File: config.mk
export PLATFORM = sky130hd
export DESIGN_NAME = load_ext_unit
export DESIGN_NICKNAME = d
export VERILOG_FILES = /design/src/rtl/load_ext_pkg.sv /design/src/rtl/load_ext_align.sv /design/src/rtl/load_ext_unit.sv
export SDC_FILE = /design/constraint.sdc
export NUM_CORES = 1
export LEC_CHECK = 0
export BUFFER_PORTS_ARGS = -buffer_cell sky130_fd_sc_hd__buf_2
export CAP_MARGIN = 15
export CORE_MARGIN = 3
export CORE_UTILIZATION = 40
export DETAILED_ROUTE_END_ITERATION = 10
export PLACE_DENSITY = 0.65
export SYNTH_ARGS = -nofsm -noshare
export SYNTH_HDL_FRONTEND = slang
export SYNTH_HIERARCHICAL = 1
export SYNTH_SLANG_ARGS = --single-unit
File: constraint.sdc
create_clock -name clk -period 3.2 [get_ports clk]
set_input_delay 0.16 -clock clk [delete_from_list [all_inputs] [get_ports clk]]
set_output_delay 0.16 -clock clk [all_outputs]
set_load 0.005 [all_outputs]
File: src/rtl/load_ext_pkg.sv
// load_ext_pkg: load opcode encodings and offset-width helper shared by the load extension unit
package load_ext_pkg;
  typedef enum logic [3:0] {
    OP_LB  = 4'd0,
    OP_LBU = 4'd1,
    OP_LH  = 4'd2,
    OP_LHU = 4'd3,
    OP_LW  = 4'd4,
    OP_LWU = 4'd5,
    OP_LD  = 4'd6,
    OP_LWL = 4'd7,
    OP_LWR = 4'd8
  } load_op_e;
  function automatic int off_w(int data_w);
    return $clog2(data_w / 8);
  endfunction
endpackage

File: src/rtl/load_ext_align.sv
// load_ext_align: byte/half/word select and extend, plus LWL/LWR merge when LOAD_EXT_LWLR_EN is defined
module load_ext_align import load_ext_pkg::*; #(
  parameter int DATA_W = 32
) (
  input  logic [3:0]               op_i,
  input  logic [off_w(DATA_W)-1:0] off_i,
  input  logic [DATA_W-1:0]        data_i,
  input  logic [DATA_W-1:0]        rt_i,
  output logic [DATA_W-1:0]        data_o,
  output logic                     adel_o
);
  logic [31:0] w;
  logic [15:0] h;
  logic [7:0]  b;
  logic        is_half, is_word, is_ld, mis, lr_op;
  logic [31:0] lr;
  assign w = 32'(data_i >> {off_i, 3'b000});
  assign h = w[15:0];
  assign b = w[7:0];
  assign is_half = op_i == OP_LH || op_i == OP_LHU;
  assign is_word = op_i == OP_LW || (DATA_W == 64 && op_i == OP_LWU);
  assign is_ld   = DATA_W == 64 && op_i == OP_LD;
  assign mis = (is_half && off_i[0]) || (is_word && off_i[1:0] != 2'b00) || (is_ld && off_i != '0);
`ifdef LOAD_EXT_LWLR_EN
  logic [1:0]  lb;
  logic [31:0] mem, rt, lwl, lwr;
  assign lb  = off_i[1:0];
  assign mem = 32'(data_i);
  assign rt  = 32'(rt_i);
  // shift the memory word into place, rt fills whichever bytes the shift vacated
  assign lwl = (mem << {~lb, 3'b000}) | (rt & ~(32'hFFFF_FFFF << {~lb, 3'b000}));
  assign lwr = (mem >> {lb, 3'b000}) | (rt & ~(32'hFFFF_FFFF >> {lb, 3'b000}));
  assign lr_op = op_i == OP_LWL || op_i == OP_LWR;
  assign lr = op_i == OP_LWL ? lwl : lwr;
`else
  logic unused_rt;
  assign unused_rt = ^rt_i;
  assign lr_op = 1'b0;
  assign lr = '0;
`endif
  always_comb begin
    adel_o = mis;
    data_o = mis                               ? '0 :
             op_i == OP_LB                     ? DATA_W'($signed(b)) :
             op_i == OP_LBU                    ? DATA_W'(b) :
             op_i == OP_LH                     ? DATA_W'($signed(h)) :
             op_i == OP_LHU                    ? DATA_W'(h) :
             op_i == OP_LW                     ? DATA_W'($signed(w)) :
             DATA_W == 64 && op_i == OP_LWU    ? DATA_W'(w) :
             is_ld                             ? data_i :
             lr_op                             ? DATA_W'($signed(lr)) : '0;
  end
endmodule

File: src/rtl/load_ext_unit.sv
// load_ext_unit: load result formatting into a DEPTH-entry output FIFO (LWL/LWR via LOAD_EXT_LWLR_EN)
module load_ext_unit import load_ext_pkg::*; #(
  parameter int DATA_W = 32,
  parameter int TAG_W  = 5,
  parameter int DEPTH  = 2
) (
  input  logic                     clk,
  input  logic                     reset_n,
  input  logic                     in_valid,
  output logic                     in_ready,
  input  logic [3:0]               in_op,
  input  logic [off_w(DATA_W)-1:0] in_addr_lo,
  input  logic [DATA_W-1:0]        in_data,
  input  logic [DATA_W-1:0]        in_rt,
  input  logic [TAG_W-1:0]         in_tag,
  output logic                     out_valid,
  input  logic                     out_ready,
  output logic [DATA_W-1:0]        out_data,
  output logic [TAG_W-1:0]         out_tag,
  output logic                     out_adel
);
  localparam int PW = $clog2(DEPTH);
  localparam int CW = $clog2(DEPTH + 1);
  localparam int EW = DATA_W + TAG_W + 1;
  logic [EW-1:0]     mem_q [DEPTH];
  logic [PW-1:0]     wr_q, wr_d, rd_q, rd_d;
  logic [CW-1:0]     cnt_q, cnt_d;
  logic [DATA_W-1:0] res;
  logic              adel, push, pop;
  load_ext_align #(.DATA_W(DATA_W)) u_align (
    .op_i  (in_op),
    .off_i (in_addr_lo),
    .data_i(in_data),
    .rt_i  (in_rt),
    .data_o(res),
    .adel_o(adel)
  );
  assign out_valid = cnt_q != '0;
  assign pop = out_valid && out_ready;
  assign in_ready = cnt_q != CW'(DEPTH) || pop;
  assign push = in_valid && in_ready;
  always_comb begin
    wr_d  = push ? (wr_q == PW'(DEPTH - 1) ? '0 : wr_q + PW'(1)) : wr_q;
    rd_d  = pop ? (rd_q == PW'(DEPTH - 1) ? '0 : rd_q + PW'(1)) : rd_q;
    cnt_d = cnt_q + CW'(push) - CW'(pop);
  end
  always_ff @(posedge clk) begin
    if (!reset_n) begin
      wr_q  <= '0;
      rd_q  <= '0;
      cnt_q <= '0;
    end else begin
      wr_q  <= wr_d;
      rd_q  <= rd_d;
      cnt_q <= cnt_d;
    end
  end
  always_ff @(posedge clk) begin
    if (push) mem_q[wr_q] <= {adel, in_tag, res};
  end
  // storage is not reset, so the head is masked to zero whenever the buffer is empty
  assign {out_adel, out_tag, out_data} = out_valid ? mem_q[rd_q] : '0;
endmodule

==> impl_metrics.toml <==
[final_layout]
area_growth_pct = 19.5
drive_above_1_share = 0.327
postLayoutCellArea_um2 = 4760
n_antenna_cell = 0
fin_nets = 491

[global_route]
grt_pass1_wl_um = 13700
grt_pass1_vias = 2714
groute.usage.overall = 0.158
grt_remaining_overflow = 0
grt_antenna_before_repair = 2
grt_max_degree = 40

[drt]
vias = 2777
wire_per_inst_um = 15.7
wl_um = 8550
drt_iter0_markers = 156
vias_per_cell = 5.10
ant_nets = 0
first_pass_iters = 5
drcViolationCount = 0

[timing]
skew_ps = 5.31
slew_headroom = 0.374
setup_tns_ps = 0
worst_slack_ps = 1140
whs_ps = 124
finalHoldViolCount = 0
setup_viol = 0
worst_pin_slew_ps = 938
max_freq_mhz = 485
rsz0062_at_grt = "false"
slew_violations = 0
fin_crit_ps = 2060
finalCritPeriodShare = 0.644

[die]
io_pins = 119
die_w_um = 106
core.rowCount = 35
die_y_um = 106
die_area_um2 = 11200
core-area_um2 = 9460
initial_core_util = 0.422

[worst_setup_path]
path_cells = "nor2_2 > buf_4 > nor2_1 > buf_2"
slowest_delay_ps = 580
critical_path_class = "register to primary output"
crit-reg2reg-launch = "cnt_q[1]$_SDFF_PN0_"
rr_worst_depth = 2
critPathRequiredTime_ps = 3040
start_kind = "register"
cp_slowest_cell = "nor2_2"
endpoint_kind = "primary output"
cp_num_buf_inv = 2
critPathMaxFanout = 23
rr_endpoint = "mem_q[1][22]$_DFFE_PP_"
regToRegSetupSlack_ps = 1390
worstPathArrival_ps = 1900
cp_top_family = "simple AND/OR/NAND/NOR gates"

[synth]
synth_cells = 322
synthesis.nets = 402
ys_seq_elements = 81
yosys_warnings = 6
yosysSeqAreaShare = 0.597
synthFlopType = "edfxtp_1"
synth_cell_types = 40
synthArstFlopShare = 0
synth-edff-count = 76
syn_area_per_cell_um2 = 12.4
syn_area_um2 = 3990

[clocking]
clk-insertion-delay-late_ps = 340
cts.sinks = 81
cts_setup_buffers = 0
cts-root-buf = "clkbuf_8"
cts_made_buffers = 9
cts.htree.levels = 3
clock_path_buffers = 2
cts.clk_slew.worst_paths_ps = 80
cts_tree = "built"

[placement]
post-place-ws_ps = 1050
gp_congestion = 0.854
dp_hpwl_um = 6030
io_buffers = 86
place_area_um2 = 4530

[worst_hold_path]
hp-class = "input port to register"
hp-start = "reset_n"
min_path_cells = 2

[power_and_ir_drop]
p_leak_nw = 1.83
power.density_nw_per_um2 = 631
irDropWorstVdd_mv = 0.244

[job]
max_cap_violations = 0

[run_status]
run_status = "complete, no violations"
## kinds of logic after synthesis
family | synth area share
buf+inv | 0.0311
mux | 0.149
flops | 0.597
xor+xnor | 0.00439
fa+ha+maj | 0.00314
compound gates | 0.0941
simple gates | 0.121
## registers in the layout, indices dropped and copies added (netlist names), named ones only
name,flops
rd_q,1
cnt_q,2
wr_q,1
mem_q,76
## cells in the mapped netlist, types with 2 or more instances
cell type  instances  area [um2]
nor2b_1           10        62.6
buf_6              2        22.5
o21ai_0            3        15.0
buf_4              4        30.0
nor2_1            69         259
buf_2              9        45.0
nand2b_1           4        25.0
nand2_1            4        15.0
and2_1             3        18.8
edfxtp_1          76        2280
clkbuf_1           5        18.8
mux2_2             8        90.1
a21oi_2            8        70.1
a211oi_1          14         105
mux2i_1           48         480
a21oi_1           25         125
inv_1              2        7.51
dfxtp_1            5         100
or3_1              2        12.5
## worst reg2reg max path, cell delays in order (launching register included)
cell and delay (ps):
dfxtp_1 350, or3b_4 260, and3_2 810
## per-stage QoR
stage               cells  power (mW)   util
finish                545        3.01  0.504
global route          545        3.21  0.504
CTS                   545        3.06  0.504
detailed placement    524        2.35  0.479
global placement      524        2.33  0.479
floorplan             322        1.99      -
## timing repair
item	CTS	global route
setup endpoints to repair	0	0
hold buffers	5	0
resized for setup	0	0
endpoints found under the hold margin	10	0
## placed cells by master, fill, tap and decap left out, types with 5 or more instances in the layout
cell            n
buf_4           7
mux2_2          8
clkbuf_8        9
buf_2          86
a21oi_2         8
a211oi_1       14
edfxtp_1       76
nor2_1         67
a21oi_1        25
dlygate4sd3_1   5
nor2b_1        10
mux2i_1        48
## how the worst max path moves through the flow
stage | start | endpoint | slack (ps) | cells past startpoint
4_1_cts | cnt_q[0]$_SDFF_PN0_ | out_data[30] | 1060 | 4
5_1_grt | cnt_q[0]$_SDFF_PN0_ | out_data[11] | 950 | 4
2_1_floorplan | cnt_q[1]$_SDFF_PN0_ | mem_q[0][0]$_DFFE_PP_ | 530 | 3
3_5_place_dp | in_addr_lo[0] | mem_q[0][25]$_DFFE_PP_ | 1050 | 6
6_report | cnt_q[0]$_SDFF_PN0_ | out_data[30] | 1140 | 4
3_3_place_gp | in_addr_lo[0] | mem_q[0][17]$_DFFE_PP_ | 1100 | 6
## cell type report
type,instances,area (um2)
fillers,894,4690
flip-flops and latches,81,2380
multi-input cells,219,1490
repair buffers,98,533
well taps,129,161
clock buffers,10,128
clock inverters,6,58.8
inverters,2,7.51
## metal layers
metal / up-vias / GRT usage / wire length, um
li1: 1362 / - / -
met1: 1291 / 0.210 / 3680
met2: 114 / 0.253 / 4080
met3: 8 / 0.0374 / 694
met4: 2 / 0.0555 / 92
met5: - / 0 / 7
## power by group
group          internal, mW  switching, mW  total [mW]  leakage [nW]
combinational         0.416          0.526       0.943         0.952
sequential             1.30         0.0647        1.36         0.774
clock                 0.357          0.348       0.705        0.0998
total                  2.07          0.939        3.01          1.83
No activity file was read; power rests on OpenSTA's default activity.
